$ cat src/rtl/mar_pkg.sv
// Shared encodings for the mar_burst address register and its step unit.
// Latency: n/a (types and constants only).
// Backpressure: n/a.
//
// Contents:
//   op_e     - manual operation codes on the op port
//   state_e  - burst sequencer states
//   DIR_*    - step direction codes shared by manual and burst paths
package mar_pkg;

    typedef enum logic [1:0] {
        OP_HOLD = 2'b00,
        OP_LOAD = 2'b01,
        OP_INC  = 2'b10,
        OP_DEC  = 2'b11
    } op_e;

    typedef enum logic {
        ST_IDLE = 1'b0,
        ST_RUN  = 1'b1
    } state_e;

    // Direction codes match the burst_dir port encoding, so a latched
    // burst_dir can drive the step unit directly.
    localparam logic DIR_UP = 1'b0;
    localparam logic DIR_DN = 1'b1;

endpackage

$ cat src/rtl/mar_step.sv
// Wrapping +/-1 address step against a programmable upper limit.
// Latency: combinational, zero cycles.
// Backpressure: none; result is valid whenever inputs are.
//
// Ports:
//   addr - current address
//   lim  - highest valid address; increment past it (or from above it) wraps to 0
//   dir  - DIR_UP / DIR_DN
//   next - stepped address
//   wrap - high when this step wrapped
module mar_step
    import mar_pkg::*;
#(
    parameter int AW = 4
) (
    input  logic [AW-1:0] addr,
    input  logic [AW-1:0] lim,
    input  logic          dir,
    output logic [AW-1:0] next,
    output logic          wrap
);

    localparam logic [AW-1:0] ONE = AW'(1);

    always_comb begin
        next = '0;
        wrap = 1'b0;
        if (dir == DIR_DN) begin
            if (addr == '0) begin
                next = lim;
                wrap = 1'b1;
            end else begin
                next = addr - ONE;
            end
        end else begin
            // >= rather than == so that a loaded value above lim still
            // lands back in range on its first increment.
            if (addr >= lim) begin
                next = '0;
                wrap = 1'b1;
            end else begin
                next = addr + ONE;
            end
        end
    end

endmodule

$ cat src/rtl/mar_burst.sv
// Memory address register with gated load/inc/dec and a burst sequencer.
// Latency: manual ops and burst steps update mar_out one cycle after the edge; done/wrapped are 1-cycle pulses.
// Backpressure: none; a gated request is always accepted in IDLE, and a running burst ignores everything but a gated load (abort).
//
// Ports:
//   clk, rst_n        - clock; synchronous active-low reset
//   d_in              - load value (stored unclamped)
//   op                - 00 hold, 01 load, 10 inc, 11 dec
//   g, g1, g2         - all three high form the gate
//   burst_start       - gated burst request
//   burst_len         - number of burst steps (0 gives an immediate done)
//   burst_dir         - 0 increment, 1 decrement
//   lim               - wrap limit, highest valid address
//   mar_out           - current address
//   busy              - burst in progress
//   done              - pulse after the final burst step (or a zero-length burst)
//   wrapped           - pulse after any step that wrapped
module mar_burst
    import mar_pkg::*;
#(
    parameter int AW = 4,
    parameter int LW = 4
) (
    input  logic          clk,
    input  logic          rst_n,
    input  logic [AW-1:0] d_in,
    input  logic [1:0]    op,
    input  logic          g,
    input  logic          g1,
    input  logic          g2,
    input  logic          burst_start,
    input  logic [LW-1:0] burst_len,
    input  logic          burst_dir,
    input  logic [AW-1:0] lim,
    output logic [AW-1:0] mar_out,
    output logic          busy,
    output logic          done,
    output logic          wrapped
);

    localparam logic [LW-1:0] CNT_ONE = LW'(1);

    // ------------------------------------------------------------------
    // State
    // ------------------------------------------------------------------
    state_e        r_state;
    logic [AW-1:0] r_mar;
    logic [LW-1:0] r_cnt;
    logic          r_dir;
    logic          r_done;
    logic          r_wrap;

    state_e        w_state_nxt;
    logic [AW-1:0] w_mar_nxt;
    logic [LW-1:0] w_cnt_nxt;
    logic          w_dir_nxt;
    logic          w_done_nxt;
    logic          w_wrap_nxt;

    logic          w_gate;
    logic          w_step_dir;
    logic [AW-1:0] w_step_next;
    logic          w_step_wrap;

    assign w_gate = g & g1 & g2;

    // One step unit serves both paths: while a burst runs the latched
    // direction owns it, otherwise the manual op selects the direction.
    assign w_step_dir = (r_state == ST_RUN)   ? r_dir  :
                        (op == OP_DEC)        ? DIR_DN : DIR_UP;

    mar_step #(
        .AW (AW)
    ) u_step (
        .addr (r_mar),
        .lim  (lim),
        .dir  (w_step_dir),
        .next (w_step_next),
        .wrap (w_step_wrap)
    );

    // ------------------------------------------------------------------
    // Next-state / next-output logic
    // ------------------------------------------------------------------
    always_comb begin
        w_state_nxt = r_state;
        w_mar_nxt   = r_mar;
        w_cnt_nxt   = r_cnt;
        w_dir_nxt   = r_dir;
        w_done_nxt  = 1'b0;
        w_wrap_nxt  = 1'b0;

        case (r_state)
            ST_IDLE: begin
                if (w_gate) begin
                    if (burst_start) begin
                        // A burst request takes priority over op.
                        if (burst_len != '0) begin
                            w_dir_nxt   = burst_dir;
                            w_cnt_nxt   = burst_len;
                            w_state_nxt = ST_RUN;
                        end else begin
                            // Zero-length burst completes immediately.
                            w_done_nxt = 1'b1;
                        end
                    end else begin
                        case (op_e'(op))
                            OP_LOAD: w_mar_nxt = d_in;
                            OP_INC, OP_DEC: begin
                                w_mar_nxt  = w_step_next;
                                w_wrap_nxt = w_step_wrap;
                            end
                            default: ;
                        endcase
                    end
                end
            end

            ST_RUN: begin
                if (w_gate && (op == OP_LOAD)) begin
                    // Abort: the load wins and the burst ends silently.
                    w_mar_nxt   = d_in;
                    w_cnt_nxt   = '0;
                    w_state_nxt = ST_IDLE;
                end else begin
                    w_mar_nxt  = w_step_next;
                    w_wrap_nxt = w_step_wrap;
                    w_cnt_nxt  = r_cnt - CNT_ONE;
                    if (r_cnt == CNT_ONE) begin
                        w_state_nxt = ST_IDLE;
                        w_done_nxt  = 1'b1;
                    end
                end
            end

            default: begin
                w_state_nxt = ST_IDLE;
                w_cnt_nxt   = '0;
            end
        endcase
    end

    // ------------------------------------------------------------------
    // Registers
    // ------------------------------------------------------------------
    always_ff @(posedge clk) begin
        if (!rst_n) begin
            r_state <= ST_IDLE;
            r_mar   <= '0;
            r_cnt   <= '0;
            r_dir   <= DIR_UP;
            r_done  <= 1'b0;
            r_wrap  <= 1'b0;
        end else begin
            r_state <= w_state_nxt;
            r_mar   <= w_mar_nxt;
            r_cnt   <= w_cnt_nxt;
            r_dir   <= w_dir_nxt;
            r_done  <= w_done_nxt;
            r_wrap  <= w_wrap_nxt;
        end
    end

    assign mar_out = r_mar;
    assign busy    = (r_state == ST_RUN);
    assign done    = r_done;
    assign wrapped = r_wrap;

endmodule
$ cat config.mk
export PLATFORM = sky130hd
export DESIGN_NAME = mar_burst
export DESIGN_NICKNAME = d
export VERILOG_FILES = /design/src/rtl/mar_pkg.sv /design/src/rtl/mar_step.sv /design/src/rtl/mar_burst.sv
export SDC_FILE = /design/constraint.sdc
export NUM_CORES = 1
export LEC_CHECK = 0
export ABC_AREA = 1
export BUFFER_PORTS_ARGS = -buffer_cell sky130_fd_sc_hd__buf_2
export CORE_MARGIN = 8
export CORE_UTILIZATION = 50
export CTS_CLUSTER_DIAMETER = 60
export DETAILED_ROUTE_END_ITERATION = 7
export PLACE_DENSITY = 0.75
export SLEW_MARGIN = 30
export SYNTH_ARGS = -nofsm -noshare
export SYNTH_HDL_FRONTEND = slang
export SYNTH_HIERARCHICAL = 1
export SYNTH_SLANG_ARGS = --single-unit
export TNS_END_PERCENT = 30
$ cat constraint.sdc
create_clock -name clk -period 3.2 [get_ports clk]
set_input_delay 0.16 -clock clk [delete_from_list [all_inputs] [get_ports clk]]
set_output_delay 0.16 -clock clk [all_outputs]
set_load 0.05 [all_outputs]
======== Word-level counts from Yosys, hierarchy flattened ========
Index checks and enable logic that the tools add are counted.
cells by class
  $add $sub $neg .......................... 3
  reductions and logical operators ........ 7
  bitwise operators ....................... 3
  magnitude comparators ................... 1
  multiplexer cells ....................... 35
  equal/unequal tests ..................... 9
operator list
  kind                 count
  $mux 4               10
  $pmux 4 s2           3
  $mux 1               19
  $ne 2x2->1 const B   4
  $sub 4x1->4 const B  2
  $pmux 1 s2           3
  $reduce_and 3->1     2
  $add 4x1->4 const B  1
  $eq 2x2->1 const B   2
  $eq 4x1->1 const B   1
  $ge 4x4->1           1
  $logic_not 4->1      1
  $reduce_and 4->1     1
  $reduce_bool 4->1    1
  $ne 3x2->1 const B   1
  $and 1x1->1          2
  $eq 2x1->1 const B   1
  $reduce_or 2->1      1
  $logic_and 1x1->1    1
  $not 1->1            1
storage, ports and cells
  word-level logic and storage cells ...... 64
  input bits .............................. 21
  output and inout bits ................... 7
  bits in registers ....................... 12

======== Longest topological paths before layout ========
  depth after elaboration ................. 8
  gate-level depth with buffers ........... 15

======== Modules after synthesis ========
The synthesis kept the hierarchy.
modules (own cells, without submodules)
  module     cells an instance  area an instance (µm²)  instances
  mar_burst  130                894.6                   1
  mar_step   63                 344.1                   1

======== Worst setup path before layout ========
OpenSTA, ideal clock, no wires.
  path kind ............................... reg-to-reg
  from .................................... register r_mar[0], in the netlist mar_out[0]
  to ...................................... register r_mar[0], in the netlist mar_out[0]
  buffers on the path ..................... 0
  setup slack ............................. 1093 ps
  arrival ................................. 2042 ps
  required time ........................... 3134 ps
  stages on the path, launching flop included .. 16
  library setup time ...................... 66 ps
  cells stage by stage .................... dfxtp_1 inv_1 ha_1 inv_1 nand2_1 nand2_1 nand2_1 nand2_1 nand3_1 nand2_1 inv_1 a21oi_1 o21ai_0 nand2_1 nor2_1 nor2_1
between the ends
  cells in the longest elaborated chain, start to end .. 7
  elaborated cells on any way between the ends .. 12
  classes of those cells .................. 2 x add/sub; 1 x order compare; 8 x mux; 1 x reduce/logical
RTL lines
  what                                 line                            text
  start: declaration                   mar_burst.sv:47                 logic [AW-1:0] r_mar;
  start signal: assignment             mar_burst.sv:156                r_mar <= w_mar_nxt;
  $add 4x1->4 (tied with other cells)  mar_step.sv:42                  next = addr + ONE;
  $mux 4, on equally long branches     mar_step.sv:38, mar_step.sv:29
  $mux 4 (*)                           mar_step.sv:28                  if (dir == DIR_DN) begin
  net w_step_next[0]                   mar_burst.sv:62                 logic [AW-1:0] w_step_next;
  $pmux 4 s2                           mar_burst.sv:107                case (op_e'(op))
  $mux 4                               mar_burst.sv:96                 if (burst_start) begin
  $mux 4                               mar_burst.sv:95                 if (w_gate) begin
  $pmux 4 s2 (*)                       mar_burst.sv:93                 case (r_state)
Mark *: on every way through the listed nets, which the timed path passes. The rest lies on a longest branch. The select of a mux whose other input is x is not followed.
A chain may end at the register's enable or synchronous reset.

======== Final worst setup path ========
Same ends and word-level chain as after synthesis.

==> impl_metrics.json <==
{
  "synth_fp_nets": 222,
  "place_hpwl_um": 2250,
  "maxCapViolCount": 0,
  "die_area_sq_mm": 0.00433,
  "post_drt_wl_per_cell_um": 11.8,
  "rsz0062_at_grt": "false",
  "ir_drop_v": 0.000234,
  "required_ns": 3.44,
  "postCtsHoldBufs": 0,
  "routabilityCongestion": 0.839,
  "grt_pass1_vias": 1114,
  "fin_skew_ns": 0.00646,
  "coreArea_sq_mm": 0.00241,
  "hold_viol": 0,
  "drive_gt1_frac": 0.244,
  "r2r-start": "mar_out[0]$_SDFFE_PN0P_",
  "ys.warnings.count": 6,
  "max_slew.worst_pin.slew_ns": 0.337,
  "cp_max_fo": 8,
  "vias": 1294,
  "io_buffer_count": 27,
  "fmax_ghz": 0.511,
  "power_frac_clock": 0.289,
  "layout_commonest_cell": "nand2_1",
  "place_area_sq_mm": 0.00137,
  "via_per_inst": 5.16,
  "async_flop_share": 0,
  "post_cts_resized": 0,
  "rows": 18,
  "cts_tree": "yes",
  "instances_no_fill": 251,
  "internal-power_uw": 284,
  "final_cell_mix": "nand2_1 (38), nor2_1 (27), buf_2 (27)",
  "yosysUniqueCellTypes": 32,
  "p_sw_uw": 171,
  "fin_crit_sh": 0.612,
  "drt_iter0_drc": 27,
  "io-pin-count": 28,
  "fillers": 237,
  "fin_util": 0.582,
  "worstSetupStartpointType": "register",
  "synth_edf_count": 0,
  "die_h_um": 65.8,
  "postRouteAntennaNets": 0,
  "diodes": 0,
  "netlist_area_sq_mm": 0.00124,
  "r2r_cells": 15,
  "fin_setup_tns_ns": 0,
  "ys_ff_latch": 12,
  "overflow": 0,
  "r2r_end": "mar_out[0]$_SDFFE_PN0P_",
  "leakagePower_nw": 0.762,
  "wl_um": 2960,
  "start_util": 0.514,
  "crit_start": "mar_out[0]$_SDFFE_PN0P_",
  "clk_latency_ns": 0.29,
  "total_power_uw": 456,
  "dp.cells": 247,
  "htreeDepth": 1,
  "synthCells": 193,
  "syn_to_final_growth_pct": 13.2,
  "chipWidth_um": 65.8,
  "grt_pass1_wl_um": 4970,
  "endpoint_kind": "register",
  "pre_cts_slack_ns": 1.27,
  "syn_avg_cell_area_sq_um": 6.42,
  "layout_min_cycle_time_ns": 1.96,
  "worstSetupPathType": "register to register",
  "nNetsFinal": 251,
  "clkSlewWorstSetupHoldPaths_ns": 0.09,
  "finalSetupViolCount": 0,
  "endpoint": "mar_out[0]$_SDFFE_PN0P_",
  "drv_slew": 0,
  "whs_ns": 0.119,
  "arrival_ns": 2.19,
  "grt_max_degree": 20,
  "antenna_found_initial": 0,
  "yosysSeqAreaShare": 0.194,
  "reg2reg_slack_ns": 1.24,
  "postCtsSetupBuffers": 0,
  "pwr-share-seq": 0.366,
  "grt_usage": 0.144,
  "cts_buffers": 3,
  "clk_path_buf_depth": 2,
  "synthFlopType": "dfxtp_1",
  "firstDrtPassIters": 4,
  "cts_num_sinks": 12,
  "design_area_sq_mm": 0.00140,
  "cts_root_buf": "clkbuf_4",
  "fin_ws_ns": 1.24,
  "drc": 0,
  "slew_headroom": 0.775,
  "powerDensity_mw_per_mm2": 325,
  "hp-class": "input pin to register",
  "p_comb_frac": 0.344,
  "switching_share": 0.376,
  "status": "completed"
}
## worst min-delay path by stage
stage | from | to | cells after the start
global route | burst_dir | r_dir$_SDFFE_PN0P_ | 3
global placement | burst_dir | r_dir$_SDFFE_PN0P_ | 3
floorplan | burst_dir | r_dir$_SDFFE_PN0P_ | 2
CTS | burst_dir | r_dir$_SDFFE_PN0P_ | 3
detailed placement | burst_dir | r_dir$_SDFFE_PN0P_ | 3
finish | burst_dir | r_dir$_SDFFE_PN0P_ | 3
## final cells by class
type | instances | area (sq um) | share of cell area
inverters | 31 | 121 | 0.0865
multi-input cells | 146 | 825 | 0.588
flip-flops and latches | 12 | 240 | 0.171
repair buffers | 28 | 143 | 0.102
well taps | 30 | 37.5 | 0.0268
clock buffers | 4 | 36.3 | 0.0259
## sequential cells by signal (all words and copies together), names as in the netlist
signal	cells
busy	1
mar_out	4
done	1
r_cnt	4
wrapped	1
r_dir	1
## power by group through the flow
stage          clock network [mW]  logic [mW]  registers [mW]
2_1_floorplan                   0       0.109           0.181
3_3_place_gp                    0       0.154           0.171
3_5_place_dp                    0       0.156           0.170
4_1_cts                     0.131       0.156           0.167
5_1_grt                     0.140       0.178           0.168
6_report                    0.132       0.157           0.167
## cells by family after synthesis
kind of cell	share of synthesized area
DFF	0.194
AOI/OAI and AO/OA	0.128
xor gates and xnor gates	0.0141
buffers and inverters	0.140
and+or+nand+nor	0.442
adders and majority gates	0.0808
## cell usage after synthesis, types with 2 or more instances
master | count | area (sq um)
nand2_1 | 38 | 143
nor2_1 | 27 | 101
inv_1 | 25 | 93.8
nand3_1 | 20 | 100
dfxtp_1 | 12 | 240
ha_1 | 8 | 100
o21ai_0 | 8 | 40.0
a21oi_1 | 7 | 35.0
nand4_1 | 7 | 43.8
o21ai_1 | 7 | 35.0
nand2_4 | 5 | 56.3
inv_2 | 4 | 15.0
nand2_2 | 4 | 25.0
nor2_2 | 2 | 12.5
nor2_4 | 2 | 22.5
## worst max-delay path: stages, from the launching register on
cell     delay, ns
dfxtp_1       0.46
inv_1         0.14
ha_1          0.29
inv_1         0.06
nand2_1       0.04
nand2_1       0.05
nand2_1       0.04
nand2_1       0.18
nand3_1       0.11
nand2_1       0.11
inv_1         0.04
a21oi_1       0.11
o21ai_0       0.09
nand2_1       0.08
nor2_1        0.04
nor2_1        0.08
## per-layer routing
layer,up-vias,track usage,wire (um)
li1,676,-,-
met1,577,0.170,1290
met2,35,0.236,1450
met3,6,0.0475,167
met4,0,0.0518,47
met5,-,0,0
(Power assumes the default switching activity.)
